**config.mk**
```make
export PLATFORM = sky130hd
export DESIGN_NAME = mvd_can_mv_seq_flat
export DESIGN_NICKNAME = d
export VERILOG_FILES = /design/src/rtl/mvd_can_mv_seq_if.sv /design/src/rtl/mvd_can_mv_seq.sv /design/src/flat_wrapper.sv
export SDC_FILE = /design/constraint.sdc
export NUM_CORES = 1
export LEC_CHECK = 0
export CAP_MARGIN = 20
export CORE_ASPECT_RATIO = 2
export CORE_MARGIN = 2
export CORE_UTILIZATION = 25
export CTS_CLUSTER_SIZE = 14
export DETAILED_ROUTE_END_ITERATION = 7
export HOLD_SLACK_MARGIN = 0.12
export SLEW_MARGIN = 15
export SYNTH_ARGS = -nofsm -noshare
export SYNTH_HDL_FRONTEND = slang
export SYNTH_SLANG_ARGS = --single-unit
```
**constraint.sdc**
```tcl
create_clock -name clk -period 4.4 [get_ports clk]
set_clock_uncertainty 0.15 [all_clocks]
set_input_delay 0.88 -clock clk [delete_from_list [all_inputs] [get_ports clk]]
set_output_delay 0.88 -clock clk [all_outputs]
set_load 0.005 [all_outputs]
```
**src/rtl/mvd_can_mv_seq_if.sv**
```systemverilog
// rtl/mvd_can_mv_seq_if.sv - candidate stream interface of mvd_can_mv_seq (valid/ready, id, availability, address)
interface mvd_can_mv_seq_if #(
  parameter int AW = 10
);
  logic          cand_vld_o;
  logic          cand_rdy_i;
  logic [2:0]    cand_id_o;
  logic          cand_avail_o;
  logic [AW-1:0] cand_addr_o;

  modport master (
    output cand_vld_o,
    output cand_id_o,
    output cand_avail_o,
    output cand_addr_o,
    input  cand_rdy_i
  );

  modport slave (
    input  cand_vld_o,
    input  cand_id_o,
    input  cand_avail_o,
    input  cand_addr_o,
    output cand_rdy_i
  );
endinterface

```
**src/rtl/mvd_can_mv_seq.sv**
```systemverilog
// rtl/mvd_can_mv_seq.sv - sequential HEVC spatial MV candidate generator (A0,A1,B0,B1,B2)
// Latches one PU, classifies all five neighbours in one cycle, then streams them out.
module mvd_can_mv_seq #(
  parameter  int LCU_SIZE    = 64,
  parameter  int MIN_SIZE    = 8,
  parameter  int PIC_X_WIDTH = 8,
  parameter  int PIC_Y_WIDTH = 8,
  localparam int LW          = $clog2(LCU_SIZE),
  localparam int N           = LCU_SIZE / MIN_SIZE,
  localparam int G           = $clog2(N),
  localparam int AW          = 2 + 2 * (G + 1)
) (
  input  logic                   clk,
  input  logic                   rst,
  input  logic                   start_i,
  input  logic [PIC_X_WIDTH-1:0] mb_x_total_i,
  input  logic [PIC_Y_WIDTH-1:0] mb_y_total_i,
  input  logic [PIC_X_WIDTH-1:0] mb_x_i,
  input  logic [PIC_Y_WIDTH-1:0] mb_y_i,
  input  logic [G-1:0]           ctu_x_res_i,
  input  logic [G-1:0]           ctu_y_res_i,
  input  logic [LW-1:0]          pos_x_i,
  input  logic [LW-1:0]          pos_y_i,
  input  logic [LW:0]            pu_width_i,
  input  logic [LW:0]            pu_height_i,
  output logic                   busy_o,
  output logic                   done_o,
  mvd_can_mv_seq_if.master       cand_if
);
  localparam int ML = $clog2(MIN_SIZE);
  localparam int CW = G + 2;

  typedef logic signed [CW-1:0] crd_t;
  typedef logic [G:0]           fld_t;
  typedef logic [AW-1:0]        adr_t;

  localparam crd_t ONE      = crd_t'(1);
  localparam crd_t NS       = crd_t'(N);
  localparam fld_t F_LAST   = fld_t'(N - 1);
  localparam fld_t F_CORNER = fld_t'(2 * N - 1);

  typedef enum logic [1:0] {S_IDLE, S_CALC, S_EMIT, S_DONE} state_t;

  state_t state_q, state_d;

  logic [PIC_X_WIDTH-1:0] mbx_q, mbxt_q;
  logic [PIC_Y_WIDTH-1:0] mby_q, mbyt_q;
  logic [G-1:0]           resx_q, resy_q, px_q, py_q;
  logic [G:0]             pw_q, ph_q;
  logic                   latch;

  logic                   res_avail   [5];
  adr_t                   res_addr    [5];
  logic                   res_avail_q [5];
  adr_t                   res_addr_q  [5];

  logic       vld_q, vld_d, busy_q, busy_d, done_q, done_d, avail_q, avail_d;
  logic [2:0] id_q, id_d;
  adr_t       addr_q, addr_d;

  // Offsets are MIN_SIZE aligned, so the sub-grid bits carry no information.
  logic unused_lsbs;
  assign unused_lsbs = ^{pos_x_i[ML-1:0], pos_y_i[ML-1:0],
                         pu_width_i[ML-1:0], pu_height_i[ML-1:0]};

  function automatic logic [2*G-1:0] zidx(input logic [G-1:0] x, input logic [G-1:0] y);
    zidx = '0;
    for (int b = 0; b < G; b++) begin
      zidx[2*b]   = x[b];
      zidx[2*b+1] = y[b];
    end
  endfunction

  crd_t sx, sy, sw, sh, srx, sry;
  crd_t nx_c [5];
  crd_t ny_c [5];
  logic edge_x, edge_y, has_left, has_top, has_right, pu_out;

  assign sx        = crd_t'({2'b00, px_q});
  assign sy        = crd_t'({2'b00, py_q});
  assign sw        = crd_t'({1'b0, pw_q});
  assign sh        = crd_t'({1'b0, ph_q});
  assign srx       = crd_t'({2'b00, resx_q});
  assign sry       = crd_t'({2'b00, resy_q});
  assign edge_x    = (mbx_q == mbxt_q);
  assign edge_y    = (mby_q == mbyt_q);
  assign has_left  = (mbx_q != '0);
  assign has_top   = (mby_q != '0);
  assign has_right = (mbx_q < mbxt_q);
  assign pu_out    = (edge_x && (px_q > resx_q)) || (edge_y && (py_q > resy_q));

  always_comb begin
    nx_c[0] = sx - ONE;       ny_c[0] = sy + sh;
    nx_c[1] = sx - ONE;       ny_c[1] = sy + sh - ONE;
    nx_c[2] = sx + sw;        ny_c[2] = sy - ONE;
    nx_c[3] = sx + sw - ONE;  ny_c[3] = sy - ONE;
    nx_c[4] = sx - ONE;       ny_c[4] = sy - ONE;
  end

  always_comb begin : classify
    logic       av;
    logic [1:0] src;
    fld_t       fx, fy;
    crd_t       nx, ny;
    av  = 1'b0;
    src = 2'b00;
    fx  = '0;
    fy  = '0;
    nx  = '0;
    ny  = '0;
    for (int i = 0; i < 5; i++) begin
      nx  = nx_c[i];
      ny  = ny_c[i];
      av  = 1'b0;
      src = 2'b00;
      fx  = '0;
      fy  = '0;
      if (pu_out) begin
        av = 1'b0;
      end else if ((edge_x && (nx > srx)) || (edge_y && (ny > sry))) begin
        av = 1'b0;
      end else if (ny[CW-1]) begin
        // Top line buffer; x = 2N-1 addresses the corner slot of the upper-left LCU.
        src = 2'b11;
        fy  = F_LAST;
        if (nx[CW-1]) begin
          av = has_top && has_left;
          fx = F_CORNER;
        end else if (nx == NS) begin
          av = has_top && has_right;
          fx = nx[G:0];
        end else begin
          av = has_top;
          fx = nx[G:0];
        end
      end else if (nx[CW-1]) begin
        src = 2'b01;
        av  = has_left && (ny < NS);
        fx  = F_LAST;
        fy  = ny[G:0];
      end else if ((nx < NS) && (ny < NS)) begin
        src = 2'b10;
        av  = zidx(nx[G-1:0], ny[G-1:0]) < zidx(px_q, py_q);
        fx  = nx[G:0];
        fy  = ny[G:0];
      end
      res_avail[i] = av;
      res_addr[i]  = av ? {src, fy, fx} : '0;
    end
  end

  always_comb begin
    state_d = state_q;
    vld_d   = vld_q;
    busy_d  = busy_q;
    done_d  = 1'b0;
    id_d    = id_q;
    avail_d = avail_q;
    addr_d  = addr_q;
    latch   = 1'b0;
    case (state_q)
      S_IDLE, S_DONE: begin
        state_d = S_IDLE;
        vld_d   = 1'b0;
        busy_d  = 1'b0;
        id_d    = '0;
        avail_d = 1'b0;
        addr_d  = '0;
        if (start_i) begin
          latch   = 1'b1;
          busy_d  = 1'b1;
          state_d = S_CALC;
        end
      end
      S_CALC: begin
        state_d = S_EMIT;
        vld_d   = 1'b1;
        id_d    = '0;
        avail_d = res_avail[0];
        addr_d  = res_addr[0];
      end
      S_EMIT: begin
        if (vld_q && cand_if.cand_rdy_i) begin
          if (id_q == 3'd4) begin
            state_d = S_DONE;
            vld_d   = 1'b0;
            busy_d  = 1'b0;
            done_d  = 1'b1;
            id_d    = '0;
            avail_d = 1'b0;
            addr_d  = '0;
          end else begin
            id_d    = id_q + 3'd1;
            avail_d = res_avail_q[id_q + 3'd1];
            addr_d  = res_addr_q[id_q + 3'd1];
          end
        end
      end
      default: state_d = S_IDLE;
    endcase
  end

  always_ff @(posedge clk or posedge rst) begin
    if (rst) begin
      state_q <= S_IDLE;
      vld_q   <= 1'b0;
      busy_q  <= 1'b0;
      done_q  <= 1'b0;
      id_q    <= '0;
      avail_q <= 1'b0;
      addr_q  <= '0;
      mbx_q   <= '0;
      mbxt_q  <= '0;
      mby_q   <= '0;
      mbyt_q  <= '0;
      resx_q  <= '0;
      resy_q  <= '0;
      px_q    <= '0;
      py_q    <= '0;
      pw_q    <= '0;
      ph_q    <= '0;
      for (int i = 0; i < 5; i++) begin
        res_avail_q[i] <= 1'b0;
        res_addr_q[i]  <= '0;
      end
    end else begin
      state_q <= state_d;
      vld_q   <= vld_d;
      busy_q  <= busy_d;
      done_q  <= done_d;
      id_q    <= id_d;
      avail_q <= avail_d;
      addr_q  <= addr_d;
      if (latch) begin
        mbx_q  <= mb_x_i;
        mbxt_q <= mb_x_total_i;
        mby_q  <= mb_y_i;
        mbyt_q <= mb_y_total_i;
        resx_q <= ctu_x_res_i;
        resy_q <= ctu_y_res_i;
        px_q   <= pos_x_i[LW-1:ML];
        py_q   <= pos_y_i[LW-1:ML];
        pw_q   <= pu_width_i[LW:ML];
        ph_q   <= pu_height_i[LW:ML];
      end
      if (state_q == S_CALC) begin
        for (int i = 0; i < 5; i++) begin
          res_avail_q[i] <= res_avail[i];
          res_addr_q[i]  <= res_addr[i];
        end
      end
    end
  end

  assign busy_o               = busy_q;
  assign done_o               = done_q;
  assign cand_if.cand_vld_o   = vld_q;
  assign cand_if.cand_id_o    = id_q;
  assign cand_if.cand_avail_o = avail_q;
  assign cand_if.cand_addr_o  = addr_q;
endmodule

```
**src/flat_wrapper.sv**
```systemverilog
// flat-port wrapper written by rule: the top's interface ports become plain ports
module mvd_can_mv_seq_flat 
#(
  parameter  int LCU_SIZE    = 64,
  parameter  int MIN_SIZE    = 8,
  parameter  int PIC_X_WIDTH = 8,
  parameter  int PIC_Y_WIDTH = 8,
  localparam int LW          = $clog2(LCU_SIZE),
  localparam int N           = LCU_SIZE / MIN_SIZE,
  localparam int G           = $clog2(N),
  localparam int AW          = 2 + 2 * (G + 1)
)
  (clk, rst, start_i, mb_x_total_i, mb_y_total_i, mb_x_i, mb_y_i, ctu_x_res_i, ctu_y_res_i, pos_x_i, pos_y_i, pu_width_i, pu_height_i, busy_o, done_o, cand_if_cand_vld_o, cand_if_cand_id_o, cand_if_cand_avail_o, cand_if_cand_addr_o, cand_if_cand_rdy_i);
  mvd_can_mv_seq_if #(.AW((2 + 2 * (($clog2(((64) / (8)))) + 1)))) cand_if_i ();
  input  logic clk;
  input  logic rst;
  input  logic start_i;
  input  logic [PIC_X_WIDTH-1:0] mb_x_total_i;
  input  logic [PIC_Y_WIDTH-1:0] mb_y_total_i;
  input  logic [PIC_X_WIDTH-1:0] mb_x_i;
  input  logic [PIC_Y_WIDTH-1:0] mb_y_i;
  input  logic [G-1:0] ctu_x_res_i;
  input  logic [G-1:0] ctu_y_res_i;
  input  logic [LW-1:0] pos_x_i;
  input  logic [LW-1:0] pos_y_i;
  input  logic [LW:0] pu_width_i;
  input  logic [LW:0] pu_height_i;
  output logic busy_o;
  output logic done_o;
  output wire logic [$bits(cand_if_i.cand_vld_o)-1:0] cand_if_cand_vld_o;
  output wire logic [$bits(cand_if_i.cand_id_o)-1:0] cand_if_cand_id_o;
  output wire logic [$bits(cand_if_i.cand_avail_o)-1:0] cand_if_cand_avail_o;
  output wire logic [$bits(cand_if_i.cand_addr_o)-1:0] cand_if_cand_addr_o;
  input wire logic [$bits(cand_if_i.cand_rdy_i)-1:0] cand_if_cand_rdy_i;
  assign cand_if_cand_vld_o = cand_if_i.cand_vld_o;
  assign cand_if_cand_id_o = cand_if_i.cand_id_o;
  assign cand_if_cand_avail_o = cand_if_i.cand_avail_o;
  assign cand_if_cand_addr_o = cand_if_i.cand_addr_o;
  assign cand_if_i.cand_rdy_i = cand_if_cand_rdy_i;
  mvd_can_mv_seq #(.LCU_SIZE(LCU_SIZE), .MIN_SIZE(MIN_SIZE), .PIC_X_WIDTH(PIC_X_WIDTH), .PIC_Y_WIDTH(PIC_Y_WIDTH)) u_core (.clk(clk), .rst(rst), .start_i(start_i), .mb_x_total_i(mb_x_total_i), .mb_y_total_i(mb_y_total_i), .mb_x_i(mb_x_i), .mb_y_i(mb_y_i), .ctu_x_res_i(ctu_x_res_i), .ctu_y_res_i(ctu_y_res_i), .pos_x_i(pos_x_i), .pos_y_i(pos_y_i), .pu_width_i(pu_width_i), .pu_height_i(pu_height_i), .busy_o(busy_o), .done_o(done_o), .cand_if(cand_if_i));
endmodule
```
==> results.cfg, run 1 <==
[outcome]
status = complete, no violations

[power_and_ir_drop]
p_per_area_nw_per_um2 = 942.7
power_mw = 8.383
peakVddDrop_mv = 0.3573
power_leakage_nw = 3.781

[die]
start_util_pct = 25.33
die_y_um = 242.5
die_area_sq_um = 29900
io_pins = 85
placementRows = 87
die_x_um = 123.3
coreArea_sq_um = 28080

[detailed_routing]
drtIter0Drc = 242
via_per_inst = 4.854
drcViolationCount = 0
ant_nets = 0
wl_per_cell_um = 18.13
firstDrtPassIters = 4
wl_mm = 19.89
num_vias = 5325

[yosys]
synth_nets = 776
synth_edf_count = 0
syn_inst = 649
ys_seq_elements = 123
syn_area_sq_um = 7113
yosysMostFrequentCell = dfrtp_1
ys_top_cells_by_count = dfrtp_1 (123), ha_1 (57), mux2_2 (52)
seq_area_frac_synth_pct = 43.27
syn_area_per_cell_sq_um = 10.96
synth.distinct_cells = 71
ys.flop_type = dfrtp_1
netlist.area_leader.share_pct = 43.27
synthArstFlopShare_pct = 100.0
yosys-top-cells-area = dfrtp_1 (43%), ha_1 (10%), mux2_2 (8.2%)
yosysTopAreaCell = dfrtp_1
yosysWarningCount = 0

[finish]
regArea_sq_um = 3078
postLayoutCoreUtil_pct = 31.66
fill_cells = 2894
finalNetCount = 856
antenna-diode-count = 0
drive_gt1_share_pct = 17.95
multi_input_area_sq_um = 3744
area_growth_pct = 25.01

[worst_setup_path]
arrival_ns = 4.10
crit_path_end = u_core.res_addr_q[35]$_DFFE_PP0P_
reg2reg_to = u_core.res_addr_q[35]$_DFFE_PP0P_
crit_fanout = 8
reg2reg_depth = 11
crit_path_start = u_core.ph_q[0]$_DFFE_PP0P_
endpoint_kind = flop
max_stage_delay_ns = 0.65
path_cells = ha_1 -> fa_1 -> inv_1 -> ha_1 -> xnor2_1 -> ha_1 -> o21a_1 -> o221a_2 -> o21a_1 -> a311oi_4 -> a22o_1
worstReg2RegStart = u_core.ph_q[0]$_DFFE_PP0P_
crit_type = flop to flop
reg2reg_slack_ns = 0.52
cp_slowest_cell = fa_1
cp.required_ns = 4.62
crit_path_frequent_cell = ha_1
start_kind = flop

[grt]
grt_usage_pct = 14.25
met3_usage_pct = 2.566
grt_overflow = 0
antenna_found_initial = 0
grt_busiest_layer = met2
grt_use_met1_pct = 14.54
first_global_vias = 5904
met2_usage_pct = 26.42
grt_first_pass_wirelength_mm = 32.46
grt_max_degree = 65

[cts]
htreeDepth = 4
cts_tree = built
cts_setup_buffers = 0
holdBufCountCts = 0
cts_resized = 0
clockBufferDepth = 2
path_clk_slew_ns = 0.06
cts_root_buf = clkbuf_16
insertion_delay_ns = 0.43
clkSinkCount = 123
cts_inserted_buffers = 17

[timing]
fmax_mhz = 257.8
whs_ns = 0.3310
slew_violations = 0
rsz0062_at_grt = no
period_minus_slack_ns = 3.879
finalSetupTns_ns = 0
relSlewSlack_pct = 35.57
hold_viol = 0
fin_ws_ns = 0.5205
worst_slew_pin_slew_ns = 0.9611
finalCritPeriodShare_pct = 88.17
setup_viol = 0

[placed_design]
place_ws_ns = 0.5191
hpwlAfterDp_mm = 15.19
gp_congestion = 0.8905
portBuffers = 72

[job]
max_cap_violations = 0

[hold_path]
hold_class = flop to flop
[cell type report]
| type | count | area share [%] |
|---|---|---|
| Tap cell | 356 | 5.009 |
| Sequential cell | 123 | 34.61 |
| Clock buffer | 18 | 4.939 |
| Timing Repair Buffer | 86 | 9.427 |
| Clock inverter | 13 | 1.857 |
| Inverter | 48 | 2.054 |
| Multi-Input combinational cell | 453 | 42.10 |
[stage by stage]
| step | area (sq um) | std cells |
|---|---|---|
| after floorplan | 7113 | 649 |
| after global placement | 8288 | 1066 |
| after detailed placement | 8288 | 1066 |
| after CTS | 8892 | 1097 |
| after global routing | 8892 | 1097 |
| final | 8892 | 1097 |
[cell usage in the layout (no fill, tap or decap), types with 6 or more instances in the layout]
cell type        netlist  routed
o31ai_1                7       7
o22ai_1                6       6
a211oi_1               6       6
a22o_1                 7       7
mux4_2                 8       8
xor2_1                 6       6
inv_1                 47      46
nor2_1                44      44
a21oi_1               27      27
o2bb2ai_1             25      25
o21a_1                 6       6
o21ai_0               28      28
o2bb2ai_2              8       8
nand2_1               35      34
clkbuf_16              0      17
dfrtp_1              123     123
clkdlybuf4s50_1        0      72
nand3_1               12      12
mux2_2                52      52
xnor2_1               16      16
buf_4                  0      13
nor2b_1               13      13
ha_1                  57      57
[flip-flops by register name (all words and copies together), names as in the netlist]
signal	count
u_core.res_avail_q	5
u_core.state_q	2
u_core.mbxt_q	8
u_core.px_q	3
u_core.py_q	3
u_core.mbx_q	8
u_core.busy_o	1
u_core.ph_q	4
u_core.cand_if.cand_avail_o	1
u_core.cand_if.cand_addr_o	10
u_core.res_addr_q	47
u_core.done_o	1
u_core.mby_q	8
u_core.cand_if.cand_id_o	3
u_core.pw_q	4
u_core.resy_q	3
u_core.resx_q	3
u_core.cand_if.cand_vld_o	1
u_core.mbyt_q	8
[power breakdown]
part	internal, mW	switching (mW)	leakage [nW]	total, mW
logic	2.12	2.84	1.93	4.96
clock network	0.907	0.552	0.297	1.46
registers	1.61	0.356	1.55	1.97
total	4.64	3.75	3.78	8.38
[critical path: cells and delay by family, from the launching register on]
family / cells / cell delay [ns]
AO/OA/AOI/OAI: 5 / 1.30
buffers and inverters: 1 / 0.08
adder cells (fa/ha/maj): 4 / 1.47
flip-flops: 1 / 0.45
XOR/XNOR: 1 / 0.35
[cells by family (layout without fill, tap and decap cells)]
group	Yosys count	in the layout	synth area share, %
muxes	65	65	11.47
and+or+nand+nor	140	140	9.446
xor gates and xnor gates	22	22	2.709
DFF	123	123	43.27
adders and majority gates	59	59	10.59
buffers and inverters	73	165	4.204
AOI/OAI and AO/OA	167	167	18.31
[routing by layer]
metal,wire [um],share of wire [%],vias to the layer above
met5,0,0,-
met4,821,4.1,0
met3,583,2.9,42
met2,11300,57,122
met1,7175,36,2639
li1,-,-,2522
[how the worst min path moves through the flow]
stage	slack, ns	start	to	depth (start not counted)
6_report	0.33	u_core.res_addr_q[28]$_DFFE_PP0P_	u_core.res_addr_q[28]$_DFFE_PP0P_	1
5_1_grt	0.35	u_core.res_addr_q[4]$_DFFE_PP0P_	u_core.res_addr_q[4]$_DFFE_PP0P_	1
4_1_cts	0.33	u_core.res_addr_q[4]$_DFFE_PP0P_	u_core.res_addr_q[4]$_DFFE_PP0P_	1
3_5_place_dp	0.32	u_core.res_addr_q[4]$_DFFE_PP0P_	u_core.res_addr_q[4]$_DFFE_PP0P_	1
3_3_place_gp	0.31	u_core.res_addr_q[38]$_DFFE_PP0P_	u_core.res_addr_q[38]$_DFFE_PP0P_	1
2_1_floorplan	0.30	u_core.res_addr_q[4]$_DFFE_PP0P_	u_core.res_addr_q[4]$_DFFE_PP0P_	1
No activity file was read; power rests on OpenSTA's default activity.
==> run 2: changes to the inputs <==
--- a/config.mk
+++ b/config.mk
@@ -5,6 +5,7 @@
 export SDC_FILE = /design/constraint.sdc
 export NUM_CORES = 1
 export LEC_CHECK = 0
+export ABC_AREA = 0
 export CAP_MARGIN = 20
 export CORE_ASPECT_RATIO = 2
 export CORE_MARGIN = 2
==> results of run 2 <==
Same layout as run 1: the final DEF is identical, and so are final timing and power.
==> run 3: changes to the inputs <==
--- a/config.mk
+++ b/config.mk
@@ -8,7 +8,6 @@
 export ABC_AREA = 0
 export CAP_MARGIN = 20
 export CORE_ASPECT_RATIO = 2
-export CORE_MARGIN = 2
 export CORE_UTILIZATION = 25
 export CTS_CLUSTER_SIZE = 14
 export DETAILED_ROUTE_END_ITERATION = 7
==> results.cfg, run 3 (synthesis gave the netlist of run 1 again) <==
[timing]
rsz0062_at_grt = no
whs_ns = 0.3262
fin_ws_ns = 0.5184
finalSetupTns_ns = 0
hold_viol = 0
finalCritPeriodShare_pct = 88.22
setup_viol = 0
worst_slew_pin_slew_ns = 1.010
relSlewSlack_pct = 32.27
slew_violations = 0
period_minus_slack_ns = 3.882
fmax_mhz = 257.6

[grt]
grt_first_pass_wirelength_mm = 31.39
first_global_vias = 5752
grt_overflow = 0
grt_usage_pct = 14.51
antenna_found_initial = 0
grt_max_degree = 60

[power_and_ir_drop]
combPwrFrac_pct = 60.6
p_seq_share_pct = 23.9
netSwitchingFraction_pct = 45.02
power.share.clock_pct = 15.5
peakVddDrop_mv = 0.3585
p_switching_mw = 3.711
power_leakage_nw = 3.755
power.internal_mw = 4.532
p_per_area_nw_per_um2 = 930.5

[finish]
top_register = u_core.res_addr_q
finalNetCount = 860
antenna-diode-count = 0
regArea_sq_um = 3078
multi_input_area_sq_um = 3744
largest_reg_flops = 47
final_cell_mix = dfrtp_1 (123), clkdlybuf4s50_1 (72), ha_1 (57)
postLayoutCoreUtil_pct = 31.54
drive_gt1_share_pct = 18.26
fill_cells = 2951
final_common_cell = dfrtp_1
area_growth_pct = 24.54

[cts]
cts_resized = 0
path_clk_slew_ns = 0.06
clkSinkCount = 123
htreeDepth = 4
cts_setup_buffers = 0
cts_tree = built
cts_root_buf = clkbuf_16
insertion_delay_ns = 0.43
holdBufCountCts = 0
cts_inserted_buffers = 17
clockBufferDepth = 2

[outcome]
status = complete, no violations

[worst_setup_path]
reg2reg_slack_ns = 0.52
max_stage_delay_ns = 0.63
cp_slowest_cell = fa_1
crit_path_frequent_cell = ha_1
cp.required_ns = 4.61
reg2reg_depth = 11
reg2reg_to = u_core.res_addr_q[39]$_DFFE_PP0P_
worstReg2RegStart = u_core.ph_q[0]$_DFFE_PP0P_
start_kind = flop
endpoint_kind = flop
crit_type = flop to flop
crit_path_start = u_core.ph_q[0]$_DFFE_PP0P_
crit_fanout = 8
path_cells = ha_1 -> fa_1 -> inv_1 -> ha_1 -> xnor2_1 -> ha_1 -> o21a_1 -> o221a_2 -> o21a_1 -> a311oi_4 -> a22o_1
crit_path_end = u_core.res_addr_q[39]$_DFFE_PP0P_
arrival_ns = 4.10

[placed_design]
gp_congestion = 0.9072
place_ws_ns = 0.5254
hpwlAfterDp_mm = 15.39
portBuffers = 72

[die]
start_util_pct = 25.33
placementRows = 87
io_pins = 85
die_x_um = 121.3
die_y_um = 240.5
die_area_sq_um = 29170
coreArea_sq_um = 28080

[job]
max_cap_violations = 0

[detailed_routing]
via_per_inst = 4.905
drtIter0Drc = 251
ant_nets = 0
drcViolationCount = 0
wl_mm = 19.73
num_vias = 5400
firstDrtPassIters = 5
wl_per_cell_um = 17.92

[hold_path]
hold_class = flop to flop
run 3: worst min path at each step:
stage	start	to	slack (ns)	depth (start not counted)
after floorplan	u_core.res_addr_q[4]$_DFFE_PP0P_	u_core.res_addr_q[4]$_DFFE_PP0P_	0.30	1
after global placement	u_core.res_addr_q[38]$_DFFE_PP0P_	u_core.res_addr_q[38]$_DFFE_PP0P_	0.31	1
after detailed placement	u_core.cand_if.cand_addr_o[7]$_DFFE_PP0P_	u_core.cand_if.cand_addr_o[7]$_DFFE_PP0P_	0.31	2
after CTS	u_core.cand_if.cand_addr_o[7]$_DFFE_PP0P_	u_core.cand_if.cand_addr_o[7]$_DFFE_PP0P_	0.33	2
after global routing	u_core.res_addr_q[4]$_DFFE_PP0P_	u_core.res_addr_q[4]$_DFFE_PP0P_	0.34	1
final	u_core.cand_if.cand_addr_o[7]$_DFFE_PP0P_	u_core.cand_if.cand_addr_o[7]$_DFFE_PP0P_	0.33	2
run 3: stage by stage:
step	cell area, sq um	instances	power, mW
6_report	8859	1101	8.243
2_1_floorplan	7113	649	5.498
5_1_grt	8859	1101	8.937
3_5_place_dp	8318	1070	6.966
3_3_place_gp	8318	1070	6.825
4_1_cts	8859	1101	8.282
run 3: worst max-delay path: cells and delay by family, from the launching register on:
kind	cells	cell delay, ns
buffers and inverters	1	0.08
AO/OA/AOI/OAI	5	1.30
XOR/XNOR	1	0.37
adder cells (fa/ha/maj)	4	1.46
flip-flops	1	0.45
run 3: area by class of cell:
class	instances	area share, %
repair buffers	90	9.802
flip-flops and latches	123	34.75
well taps	356	5.028
inverters	48	2.062
multi-input cells	453	42.26
clock buffers	21	5.311
clock inverters	10	0.7910
run 3: power by group through the flow:
stage | Clock, mW | Sequential [mW] | Combinational [mW]
CTS | 1.30 | 1.98 | 5.00
floorplan | 0 | 1.88 | 3.62
detailed placement | 0 | 1.99 | 4.97
global placement | 0 | 1.98 | 4.85
finish | 1.27 | 1.97 | 5.00
global route | 1.35 | 2.03 | 5.55
run 3: metal layers:
layer	vias up	global-route usage (%)	wire length, um
li1	2538	-	-
met1	2672	13.96	7042
met2	138	27.52	11120
met3	52	2.694	530
met4	0	9.652	1040
met5	-	0	0
